`config.mk`:
```
export PLATFORM = sky130hd
export DESIGN_NAME = bp_nonsynth_commit_scheduler
export DESIGN_NICKNAME = d
export VERILOG_FILES = /design/src/rtl/bp_nonsynth_pkg.sv /design/src/rtl/bp_nonsynth_rr_arb.sv /design/src/rtl/bp_nonsynth_commit_scheduler.sv
export SDC_FILE = /design/constraint.sdc
export NUM_CORES = 1
export LEC_CHECK = 0
export BUFFER_PORTS_ARGS = -buffer_cell sky130_fd_sc_hd__buf_2
export CORE_AREA = 2 2 318 320
export DETAILED_ROUTE_END_ITERATION = 8
export DIE_AREA = 0 0 320 322
export PLACE_DENSITY = 0.48
export REMOVE_ABC_BUFFERS = 1
export SKIP_CTS_REPAIR_TIMING = 1
export SLEW_MARGIN = 15
export SYNTH_ARGS = -nofsm -noshare
export SYNTH_HDL_FRONTEND = slang
export SYNTH_SLANG_ARGS = --single-unit
export TNS_END_PERCENT = 5
```
`constraint.sdc`:
```
create_clock -name clk_i -period 4.15 [get_ports clk_i]
set_input_delay 0.415 -clock clk_i [delete_from_list [all_inputs] [get_ports clk_i]]
set_output_delay 0.415 -clock clk_i [all_outputs]
set_load 0.02 [all_outputs]
```
`src/rtl/bp_nonsynth_pkg.sv`:
```
// Shared types for the nonsynthesizable commit scheduler.
// Holds the scheduler state encoding and a core-index width helper.
package bp_nonsynth_pkg;

    typedef enum logic [1:0] {
        e_run   = 2'd0,
        e_drain = 2'd1,
        e_done  = 2'd2,
        e_hang  = 2'd3
    } bp_nonsynth_sched_state_e;

    // A single core still needs a 1-bit index port.
    function automatic int core_idx_width(input int n);
        return (n > 1) ? $clog2(n) : 1;
    endfunction

endpackage

```
`src/rtl/bp_nonsynth_rr_arb.sv`:
```
// One-hot round-robin arbiter: lowest request at or above ptr_i wins, else lowest overall.
// Purely combinational; no backpressure of its own.
module bp_nonsynth_rr_arb
    import bp_nonsynth_pkg::*;
#(
    parameter int num_req_p = 4
) (
    input  logic [num_req_p-1:0]                 req_i,
    input  logic [core_idx_width(num_req_p)-1:0] ptr_i,
    output logic [num_req_p-1:0]                 grant_o,
    output logic [core_idx_width(num_req_p)-1:0] idx_o,
    output logic                                 v_o
);

    localparam int idx_width_lp = core_idx_width(num_req_p);

    always_comb begin
        grant_o = '0;
        idx_o   = '0;
        v_o     = 1'b0;
        for (int k = 0; k < num_req_p; k++) begin
            if (!v_o && req_i[k] && (k >= int'(ptr_i))) begin
                v_o        = 1'b1;
                grant_o[k] = 1'b1;
                idx_o      = idx_width_lp'(k);
            end
        end
        // Nothing at or above the pointer: wrap to the lowest requester.
        for (int k = 0; k < num_req_p; k++) begin
            if (!v_o && req_i[k]) begin
                v_o        = 1'b1;
                grant_o[k] = 1'b1;
                idx_o      = idx_width_lp'(k);
            end
        end
    end

endmodule

```
`src/rtl/bp_nonsynth_commit_scheduler.sv`:
```
// Round-robin serializer of per-core commits onto one registered checker step port; accept-to-step 1 cycle.
// A held step blocks new grants until yumi; capped cores (and all cores once done) are accepted and dropped.
module bp_nonsynth_commit_scheduler
    import bp_nonsynth_pkg::*;
#(
    parameter int num_core_p     = 4,
    parameter int commit_width_p = 128,
    parameter int cnt_width_p    = 32,
    parameter int watchdog_p     = 65536
) (
    input  logic                                  clk_i,
    input  logic                                  reset_i,
    input  logic [num_core_p-1:0]                 commit_v_i,
    input  logic [num_core_p*commit_width_p-1:0]  commit_data_i,
    output logic [num_core_p-1:0]                 commit_ready_and_o,
    input  logic [cnt_width_p-1:0]                instr_cap_i,
    output logic                                  step_v_o,
    output logic [core_idx_width(num_core_p)-1:0] step_core_o,
    output logic [commit_width_p-1:0]             step_data_o,
    input  logic                                  step_yumi_i,
    output logic [num_core_p*cnt_width_p-1:0]     count_o,
    output logic                                  done_o,
    output logic                                  timeout_o
);

    localparam int idx_width_lp = core_idx_width(num_core_p);
    localparam int wd_width_lp  = $clog2(watchdog_p + 1);
    localparam logic [wd_width_lp-1:0] wd_max_lp = wd_width_lp'(watchdog_p);

    bp_nonsynth_sched_state_e state_q, state_n;
    logic [cnt_width_p-1:0]  cnt_q [num_core_p];
    logic [idx_width_lp-1:0] ptr_q, ptr_n;
    logic [wd_width_lp-1:0]  wd_q, wd_n;
    logic [num_core_p-1:0]   capped, arb_grant;
    logic [idx_width_lp-1:0] arb_idx;
    logic [commit_width_p-1:0] step_data_n;
    logic arb_v, cap_nz, all_capped, stage_free, arb_en, grant;

    // Capped compares with >= so lowering the cap below a count applies at once.
    always_comb begin
        capped = '0;
        for (int k = 0; k < num_core_p; k++) begin
            capped[k] = cap_nz && (cnt_q[k] >= instr_cap_i);
        end
    end

    assign cap_nz     = (instr_cap_i != '0);
    assign all_capped = cap_nz && (&capped);
    assign stage_free = !step_v_o || step_yumi_i;
    assign arb_en     = stage_free && ((state_q == e_run) || (state_q == e_hang));
    assign grant      = arb_en && arb_v;
    assign ptr_n      = (arb_idx == idx_width_lp'(num_core_p - 1)) ? '0 : arb_idx + idx_width_lp'(1);

    bp_nonsynth_rr_arb #(.num_req_p(num_core_p)) arb (
        .req_i   (commit_v_i & ~capped),
        .ptr_i   (ptr_q),
        .grant_o (arb_grant),
        .idx_o   (arb_idx),
        .v_o     (arb_v)
    );

    always_comb begin
        commit_ready_and_o = '0;
        if (reset_i) begin
            if (state_q == e_done) commit_ready_and_o = commit_v_i;
            else commit_ready_and_o = (grant ? arb_grant : '0) | (commit_v_i & capped);
        end
    end

    always_comb begin
        step_data_n = '0;
        for (int k = 0; k < num_core_p; k++) begin
            if (arb_grant[k]) step_data_n = commit_data_i[k*commit_width_p +: commit_width_p];
        end
    end

    always_comb begin
        wd_n = wd_q;
        if (grant || step_yumi_i) wd_n = '0;
        else if ((state_q == e_run) && !(&capped) && (wd_q != wd_max_lp)) wd_n = wd_q + wd_width_lp'(1);
    end

    always_comb begin
        state_n   = state_q;
        done_o    = 1'b0;
        timeout_o = 1'b0;
        case (state_q)
            e_run: begin
                // Nothing can be granted once all are capped, so a free stage is empty next cycle.
                if (all_capped) state_n = stage_free ? e_done : e_drain;
                else if (wd_n == wd_max_lp) state_n = e_hang;
            end
            e_drain: if (stage_free) state_n = e_done;
            e_done:  done_o = 1'b1;
            e_hang:  timeout_o = 1'b1;
            default: state_n = e_run;
        endcase
    end

    always_ff @(posedge clk_i or negedge reset_i) begin
        if (!reset_i) begin
            state_q     <= e_run;
            ptr_q       <= '0;
            wd_q        <= '0;
            step_v_o    <= 1'b0;
            step_core_o <= '0;
            step_data_o <= '0;
            for (int k = 0; k < num_core_p; k++) cnt_q[k] <= '0;
        end else begin
            state_q <= state_n;
            wd_q    <= wd_n;
            if (grant) begin
                step_v_o    <= 1'b1;
                step_core_o <= arb_idx;
                step_data_o <= step_data_n;
                ptr_q       <= ptr_n;
            end else if (step_yumi_i) begin
                step_v_o <= 1'b0;
            end
            for (int k = 0; k < num_core_p; k++) begin
                if (grant && arb_grant[k] && !(&cnt_q[k])) cnt_q[k] <= cnt_q[k] + cnt_width_p'(1);
            end
        end
    end

    for (genvar k = 0; k < num_core_p; k++) begin : g_count
        assign count_o[k*cnt_width_p +: cnt_width_p] = cnt_q[k];
    end

endmodule

```
==> results of run 1 <==
==> sequential cells by signal, summed over array words and instances (netlist names) <==
| register | flops |
|---|---|
| step_core_o | 2 |
| ptr_q | 2 |
| step_v_o | 1 |
| step_data_o | 128 |
| count_o | 128 |
| state_q | 2 |
| wd_q | 17 |
==> worst max-delay path, stage by stage (launching register included) <==
cell and delay [ns]:
dfrtp_1 0.44, ha_4 0.29, nand4_1 0.09, or2_0 0.21
o32a_1 0.41, a211oi_2 0.31, nor3b_2 0.11, buf_4 0.17
o41ai_4 0.40, buf_6 0.20, nor2_4 0.08, a21oi_4 0.24
nor2b_2 0.07, buf_6 0.13
==> power by group through the flow <==
stage	clock network [uW]	registers (uW)	logic (uW)
after floorplan	0	4150	1320
after global placement	0	3580	4370
after detailed placement	0	3600	4380
after CTS	3660	3560	4390
after global routing	3740	3620	4810
final	3530	3560	4440
==> per-stage QoR <==
stage	std cells	cell area, um2
2_1_floorplan	1741	16900
5_1_grt	4244	27100
3_3_place_gp	4151	25200
3_5_place_dp	4151	25200
6_report	4245	27100
4_1_cts	4217	26500
==> cells in the final DEF, fill, tap and decap left out, types with 6 or more instances in the layout <==
master       n
nor3_1      20
o211ai_1     6
nand3_1     56
inv_1       62
xnor2_1     98
and4_1      14
and2_1       7
buf_4      298
nand2_1    103
dfrtp_2      9
nor2_1     205
nand2b_1    10
clkinv_2     6
ha_1       126
and3_1      38
o21ai_0     25
clkbuf_1     6
a22oi_1    127
xor2_1      48
a21oi_1    175
buf_6        6
a211oi_1     6
ha_4        12
a221oi_1   130
buf_2      810
a21o_1       8
nand4_1     56
nor4_1      14
dfrtp_1    271
mux2i_1      7
clkbuf_16   43
clkbuf_8     7
buf_12      19
==> layer usage <==
metal  track usage (%)  wire, um  vias to the layer above
met3              7.82     11300                       75
met4              3.44      1550                        0
met1              24.8     44100                     9752
li1                  -         -                     9117
met2              31.4     49900                      828
met5                 0         0                        -
==> final timing paths <==
kind                                     from               endpoint  cells past startpoint
max                              count_o[106]  commit_ready_and_o[0]                     13
max in group asynchronous             reset_i        step_data_o[90]                      3
min                        commit_data_i[192]        step_data_o[64]                      3
min in group asynchronous             reset_i            count_o[39]                      2
max reg2reg                      count_o[106]             state_q[0]                     14
min reg2reg                    step_core_o[1]         step_core_o[1]                      2
==> area by class of cell <==
| cell class | count | area, um2 | area share [%] |
|---|---|---|---|
| inverters | 63 | 236 | 0.872 |
| diodes | 3 | 7.51 | 0.0277 |
| flip-flops and latches | 280 | 7020 | 25.9 |
| well taps | 1298 | 1620 | 5.99 |
| repair buffers | 1137 | 6810 | 25.1 |
| clock buffers | 54 | 1140 | 4.22 |
| multi-input cells | 1398 | 10100 | 37.4 |
| clock inverters | 12 | 135 | 0.499 |
==> logic make-up (layout without fill, tap and decap cells) <==
group	count (synthesis)	in the layout	synth area share [%]
flip-flops	280	280	40.4
AND/OR/NAND/NOR	557	557	15.5
buffers and inverters	173	1266	3.79
other	0	3	0
multiplexers	11	11	0.663
AO/OA/AOI/OAI	546	546	22.3
adder cells (fa/ha/maj)	138	138	9.95
XOR/XNOR	146	146	7.37
==> flow_summary.json, run 1 <==
{
  "hold_class": "in2reg",
  "synth-seq-cells": 280,
  "crit_path_start_kind": "flop",
  "drc": 0,
  "vias": 19772,
  "finalNetCount": 3609,
  "drv_slew": 0,
  "worst_clock_skew_ns": 0.0360,
  "end_kind": "output pin",
  "final_util_pct": 27.2,
  "wirelength_mm": 107,
  "power.internal_uw": 6850,
  "yosysSeqAreaShare_pct": 40.4,
  "worst_slew_pin_slew_ns": 0.847,
  "critPathKind": "reg2out",
  "ant_nets": 0,
  "dieHeight_um": 322,
  "synthTopCellsByArea": "dfrtp_1 40%, ha_1 10%, a221oi_1 6.7%, a22oi_1 5.5%, a21oi_1 5.1%",
  "hold_viol_final": 0,
  "setup_viol": 3,
  "power_uw": 11500,
  "vias_per_cell": 4.66,
  "cts_buffers": 40,
  "dr.pass1.iters": 5,
  "arrival_ns": 3.76,
  "hpwl_mm": 88.2,
  "outcome": "complete, but fails checks",
  "grt_start_max_net_pins": 125,
  "drive_gt1_share_pct": 43.2,
  "max_cap_violations": 0,
  "synth_top_area_share_pct": 40.4,
  "antenna_found_initial": 5,
  "ys_types": 77,
  "p_leak_uw": 0.0133,
  "cts_num_sinks": 280,
  "clock-root-buffer": "clkbuf_16",
  "cts_tree": "done",
  "tns_ns": -0.0486,
  "setup_slack_ns": -0.0248,
  "rsz0062_at_grt": "true",
  "synth-edff-count": 0,
  "syn_inst": 1851,
  "fp.dieW_um": 320,
  "clock_latency_ns": 0.60,
  "finalWeightedCongestion": 0.908,
  "grt_pass1_wl_mm": 144,
  "grt_overflow": 0,
  "syn2layout_area_growth_pct": 56.2,
  "yosys.area.top_type": "dfrtp_1",
  "timing.hold.ws_ns": 0.113,
  "min_period_over_period_pct": 101,
  "grt_use_total_pct": 19.5,
  "pre_cts_slack_ns": -0.370,
  "power_density_nw_per_um2": 425,
  "syn_avg_cell_area_um2": 9.37,
  "wl_per_cell_um": 25.2,
  "cp.required_ns": 3.73,
  "synthArstFlopShare_pct": 100,
  "min_period_ns": 4.17,
  "violations": "setup timing",
  "fillers": 10827,
  "synthesis.area_um2": 17400,
  "worst-path-max-fanout": 4,
  "synth.most_common_cell": "dfrtp_1",
  "relSlewSlack_pct": 43.6,
  "switching_share_pct": 40.6,
  "ios": 816,
  "p_sw_uw": 4680,
  "ys_top_cells_by_count": "280 x dfrtp_1, 209 x nor2_1, 178 x a21oi_1",
  "peakVddDrop_mv": 0.255,
  "p_clk_share_pct": 30.6,
  "power_frac_seq_pct": 30.9,
  "ys.flop_type": "dfrtp_1",
  "initial_core_util_pct": 17.4,
  "htreeDepth": 2,
  "rows": 116,
  "clock_path_buffers": 3,
  "grt_pass1_vias": 19125,
  "core_area_um2": 99600,
  "clkTransAtPathRegs_ns": 0.06,
  "combPwrFrac_pct": 38.5,
  "yosysWarnings": 0,
  "reg2reg_slack_ns": 0.10,
  "drtIter0Drc": 1574,
  "numPortBuffers": 815,
  "die-area_um2": 103000,
  "fmax_ghz": 0.240
}
No activity file was read; power rests on OpenSTA's default activity.
==> run 2, diff against run 1 <==
--- a/config.mk
+++ b/config.mk
@@ -5,15 +5,16 @@
 export SDC_FILE = /design/constraint.sdc
 export NUM_CORES = 1
 export LEC_CHECK = 0
-export BUFFER_PORTS_ARGS = -buffer_cell sky130_fd_sc_hd__buf_2
-export CORE_AREA = 2 2 318 320
+export CORE_AREA = 2 2 316 318
 export DETAILED_ROUTE_END_ITERATION = 8
-export DIE_AREA = 0 0 320 322
-export PLACE_DENSITY = 0.48
+export DIE_AREA = 0 0 318 320
+export DONT_BUFFER_PORTS = 1
+export PLACE_DENSITY = 0.42
 export REMOVE_ABC_BUFFERS = 1
 export SKIP_CTS_REPAIR_TIMING = 1
 export SLEW_MARGIN = 15
 export SYNTH_ARGS = -nofsm -noshare
 export SYNTH_HDL_FRONTEND = slang
+export SYNTH_HIERARCHICAL = 1
 export SYNTH_SLANG_ARGS = --single-unit
 export TNS_END_PERCENT = 5
==> flow_summary.json, run 2 <==
{
  "outcome": "complete, but fails checks",
  "violations": "hold timing, setup timing",
  "max_cap_violations": 0,
  "ant_nets": 0,
  "end_kind": "output pin",
  "min_period_over_period_pct": 105,
  "slowest_delay_ns": 0.57,
  "p_leak_uw": 0.0113,
  "dr.pass1.iters": 7,
  "initial_core_util_pct": 18.7,
  "arrival_ns": 3.96,
  "wl_per_cell_um": 26.4,
  "path_depth": 17,
  "vias": 18003,
  "final_cells": 3878,
  "ys_types": 62,
  "final_cell_mix": "341 x buf_4, 296 x nor2_1, 277 x dfrtp_1",
  "fp.dieW_um": 318,
  "hold_viol_final": 280,
  "setup_slack_ns": -0.224,
  "grt_pass1_vias": 17531,
  "rows": 115,
  "fmax_ghz": 0.229,
  "synth_top_area_share_pct": 38.3,
  "wirelength_mm": 102,
  "syn2layout_area_growth_pct": 37.1,
  "grt_pass1_wl_mm": 139,
  "yosysWarnings": 6,
  "cts_num_sinks": 280,
  "drive_gt1_share_pct": 23.5,
  "synth-edff-count": 0,
  "p_sw_uw": 6220,
  "rsz0062_at_grt": "true",
  "cpMostUsedCell": "buf_6",
  "slowest_stage": "or4_4",
  "synth-seq-cells": 280,
  "core_area_um2": 98000,
  "p_clk_share_pct": 27.2,
  "finalWeightedCongestion": 0.933,
  "cp.required_ns": 3.73,
  "ios": 816,
  "synth.most_common_cell": "nor2_1",
  "grt_overflow": 0,
  "place_inst": 3741,
  "hpwl_mm": 84.2,
  "drtIter0Drc": 1149,
  "critical_path.top_delay_family": "simple AND/OR/NAND/NOR gates",
  "final_common_cell": "buf_4",
  "numPortBuffers": 0,
  "crit_path_start_kind": "flop",
  "crit_buf_inv": 3,
  "switching_share_pct": 44.7,
  "reg2regPathDepth": 22,
  "htreeDepth": 2,
  "syn_avg_cell_area_um2": 8.21,
  "antenna_found_initial": 33,
  "clock_path_buffers": 3,
  "worst_clock_skew_ns": 0.0271,
  "drv_slew": 0,
  "yosys.area.top_type": "dfrtp_1",
  "cts_tree": "done",
  "clock-root-buffer": "clkbuf_16",
  "ys_top_cells_by_count": "317 x nor2_1, 309 x a21oi_1, 280 x dfrtp_1",
  "synthTopCellsByArea": "dfrtp_1 38%, ha_1 9.5%, a21oi_1 8.4%, nor2_1 6.5%, a22oi_1 5.2%",
  "tns_ns": -0.879,
  "worst-path-max-fanout": 6,
  "grt_start_max_net_pins": 285,
  "relSlewSlack_pct": 49.6,
  "grt_use_total_pct": 19.3,
  "vias_per_cell": 4.64,
  "clock_latency_ns": 0.59,
  "yosysSeqAreaShare_pct": 38.3,
  "synthArstFlopShare_pct": 100,
  "dieHeight_um": 320,
  "finalNetCount": 3231,
  "power_uw": 13900,
  "drc": 0,
  "power_density_nw_per_um2": 554,
  "critPathKind": "reg2out",
  "timing.hold.ws_ns": -0.464,
  "synthesis.area_um2": 18300,
  "setup_viol": 12,
  "hold_class": "in2async",
  "power.internal_uw": 7680,
  "worst_slew_pin_slew_ns": 0.757,
  "cts_buffers": 41,
  "clkTransAtPathRegs_ns": 0.06,
  "combPwrFrac_pct": 38.2,
  "syn_inst": 2230,
  "power_frac_seq_pct": 34.6,
  "crit_chain": "ha_4 > nand4_4 > or4_4 > nor4_4 > nor3_2 > o21a_1 > nor2_2 > nor2b_2 > buf_6 > a21o_1 > a21oi_2 > o21a_4 > nand2_4 > o21ai_4 > buf_6 > and2_4 > buf_12",
  "min_period_ns": 4.37,
  "peakVddDrop_mv": 0.331,
  "die-area_um2": 102000,
  "ys.flop_type": "dfrtp_1"
}
[run 2: layout make-up]
cell class / instances / area [um2]
fill: 10773 / 72900
multi-input combinational: 1765 / 11400
sequential: 280 / 7010
timing repair buffer: 401 / 3430
tap: 1287 / 1610
clock buffer: 54 / 1200
clock inverter: 20 / 231
inverter: 52 / 195
antenna: 19 / 47.5
[run 2: path summary, 6_finish.rpt]
path | start | end | slack, ns
min in group clk_i | commit_data_i[393] | step_data_o[9] | 0.02
worst min register to register | count_o[64] | count_o[64] | 0.60
max in group asynchronous | reset_i | step_data_o[88] | 3.99
worst max-delay path | count_o[111] | commit_ready_and_o[2] | -0.22
worst max register to register | count_o[54] | step_data_o[104] | -0.13
worst min-delay path | reset_i | count_o[86] | -0.46
[run 2: logic make-up after synthesis]
group	synth area share, %
DFF	38.3
xor gates and xnor gates	6.46
AOI/OAI and AO/OA	20.9
muxes	0.636
buffers and inverters	3.96
and+or+nand+nor	20.3
adders and majority gates	9.50
[run 2: power by group through the flow]
stage,clock network (uW),registers (uW),logic [uW]
CTS,3930,4850,4940
global placement,0,4890,4890
finish,3780,4800,5310
detailed placement,0,4890,4930
floorplan,0,4470,2680
global route,4030,4870,5900
[run 2: layer usage]
| layer | up-vias | share of wire, % | global-route usage [%] |
|---|---|---|---|
| met5 | - | 0.13 | 0 |
| met4 | 20 | 4.4 | 7.97 |
| met3 | 159 | 8.5 | 6.88 |
| met2 | 696 | 48 | 32.6 |
| met1 | 8540 | 39 | 22.0 |
| li1 | 8588 | - | - |
[run 2: through the flow]
step	utilization [%]	setup WS, ns	area [um2]
after global placement	22.8	-0.616	22300
final	25.6	-0.224	25100
after CTS	24.2	-0.861	23700
after detailed placement	22.8	-0.659	22300
after floorplan	-	-5.39	17800
after global routing	25.6	-0.441	25100
[run 2: worst register-to-register path: stages (launching register included)]
cell,delay (ns)
dfrtp_1,0.43
ha_4,0.24
and4_1,0.21
a221o_1,0.35
a2111o_1,0.36
a31oi_1,0.19
buf_4,0.19
nor2_4,0.05
nor2b_4,0.11
buf_4,0.15
a2bb2oi_2,0.12
o22ai_1,0.08
and2_4,0.19
nor2b_4,0.13
buf_12,0.15
buf_16,0.19
a22oi_2,0.20
buf_4,0.13
nor2_1,0.04
a21oi_2,0.30
nor2_1,0.10
a21oi_1,0.15
o21ai_0,0.08
==> run 3, diff against run 2 <==
==> constraint.sdc (replaced) <==
create_clock -name clk_i -period 4.27 [get_ports clk_i]
set_input_delay 0.427 -clock clk_i [delete_from_list [all_inputs] [get_ports clk_i]]
set_output_delay 0.427 -clock clk_i [all_outputs]
set_load 0.02 [all_outputs]
==> flow_summary.json, run 3 (synthesis gave the netlist of run 2 again) <==
{
  "outcome": "complete, but fails checks",
  "violations": "hold timing, setup timing",
  "grt_use_total_pct": 19.3,
  "tns_ns": -0.0858,
  "drtIter0Drc": 1139,
  "wl_per_cell_um": 26.9,
  "reg2reg_slack_ns": 0.08,
  "relSlewSlack_pct": 47.6,
  "grt_overflow": 0,
  "finalNetCount": 3222,
  "clock_latency_ns": 0.61,
  "power_uw": 13800,
  "vias_per_cell": 4.67,
  "pre_cts_slack_ns": -0.472,
  "cts_num_sinks": 280,
  "fmax_ghz": 0.230,
  "cp.required_ns": 3.84,
  "worst_clock_skew_ns": 0.0323,
  "end_kind": "output pin",
  "syn2layout_area_growth_pct": 36.6,
  "final_common_cell": "buf_4",
  "peakVddDrop_mv": 0.321,
  "wirelength_mm": 104,
  "setup_viol": 2,
  "hpwl_mm": 84.5,
  "reg2regPathDepth": 22,
  "cts_tree": "done",
  "drv_slew": 0,
  "initial_core_util_pct": 18.7,
  "grt_pass1_vias": 17344,
  "cts_buffers": 40,
  "drive_gt1_share_pct": 23.3,
  "ant_nets": 0,
  "core_area_um2": 98000,
  "rows": 115,
  "critical_path.top_delay_family": "compound AO/OA/AOI/OAI gates",
  "p_leak_uw": 0.0113,
  "final_cell_mix": "346 x buf_4, 299 x nor2_1, 279 x dfrtp_1",
  "clock_path_buffers": 3,
  "antenna_found_initial": 32,
  "crit_buf_inv": 5,
  "fp.dieW_um": 318,
  "r2r-start": "count_o[101]",
  "worst_slew_pin_slew_ns": 0.786,
  "htreeDepth": 2,
  "crit_path_start_kind": "flop",
  "cpMostUsedCell": "buf_4",
  "numPortBuffers": 0,
  "clock-root-buffer": "clkbuf_16",
  "power_density_nw_per_um2": 550,
  "final_util_pct": 25.5,
  "critPathKind": "reg2out",
  "timing.hold.ws_ns": -0.466,
  "slowest_stage": "dfrtp_1",
  "crit_chain": "ha_1 > and4_1 > a221o_1 > a2111o_1 > a31oi_1 > buf_4 > nor2_4 > nor2b_4 > nor2_2 > nand2_2 > inv_2 > nor3b_2 > buf_4 > nand2_4 > o21ai_2 > buf_6 > and2_4 > buf_12",
  "setup_slack_ns": -0.0826,
  "dr.pass1.iters": 5,
  "worst-path-max-fanout": 4,
  "die-area_um2": 102000,
  "min_period_over_period_pct": 102,
  "arrival_ns": 3.93,
  "r2r-end": "step_data_o[86]",
  "slowest_delay_ns": 0.41,
  "dieHeight_um": 320,
  "hold_class": "in2async",
  "drc": 0,
  "finalWeightedCongestion": 0.937,
  "ios": 816,
  "clkTransAtPathRegs_ns": 0.06,
  "grt_start_max_net_pins": 285,
  "rsz0062_at_grt": "true",
  "fillers": 10821,
  "min_period_ns": 4.35,
  "vias": 18061,
  "grt_pass1_wl_mm": 139,
  "hold_viol_final": 280,
  "max_cap_violations": 0
}
run 3: cell count changes in the layout (fill, tap and decap cells not counted), moves of 4 or more:
| cell | previous run | this run |
|---|---|---|
| buf_12 | 15 | 19 |
| o21ai_1 | 22 | 6 |
| dlygate4sd3_1 | 22 | 5 |
| clkinv_4 | 4 | 0 |
| a21oi_1 | 258 | 269 |
| buf_4 | 341 | 346 |
| bufinv_16 | 4 | 8 |
| o21ai_0 | 125 | 141 |
| a21oi_2 | 50 | 39 |
run 3: routing by layer:
metal | track usage, % | wire [um] | up-vias
li1 | - | - | 8577
met1 | 22.3 | 40900 | 8618
met2 | 33.0 | 50200 | 698
met3 | 6.57 | 8630 | 154
met4 | 7.03 | 4110 | 14
met5 | 0 | 99 | -
run 3: worst max-delay path by stage:
stage	start	endpoint	slack, ns	cells after the start
CTS	count_o[17]	commit_ready_and_o[2]	-0.66	19
finish	count_o[53]	commit_ready_and_o[2]	-0.08	18
global placement	instr_cap_i[17]	step_data_o[104]	-0.41	24
global route	count_o[118]	commit_ready_and_o[2]	-0.30	18
floorplan	count_o[49]	step_data_o[126]	-5.27	16
detailed placement	instr_cap_i[17]	step_data_o[104]	-0.47	24
run 3: layout make-up:
| class | count | area [um2] | area share (%) |
|---|---|---|---|
| clock inverters | 19 | 315 | 1.26 |
| well taps | 1287 | 1610 | 6.44 |
| repair buffers | 393 | 3380 | 13.5 |
| flip-flops and latches | 280 | 7010 | 28.0 |
| diodes | 19 | 47.5 | 0.190 |
| inverters | 52 | 195 | 0.781 |
| multi-input cells | 1765 | 11300 | 45.1 |
| clock buffers | 53 | 1170 | 4.69 |
run 3: per-stage QoR:
stage          area [um2]  instances
3_5_place_dp        22400       3748
5_1_grt             25000       3862
2_1_floorplan       17800       2097
6_report            25000       3868
4_1_cts             23900       3820
3_3_place_gp        22400       3748
run 3: report_power, final:
part | switching, uW | internal (uW) | total [uW] | leakage [uW]
Clock | 1450 | 2410 | 3870 | 0.000736
Combinational | 3190 | 2030 | 5220 | 0.00688
Sequential | 1420 | 3240 | 4660 | 0.00371
Total | 6060 | 7690 | 13800 | 0.0113
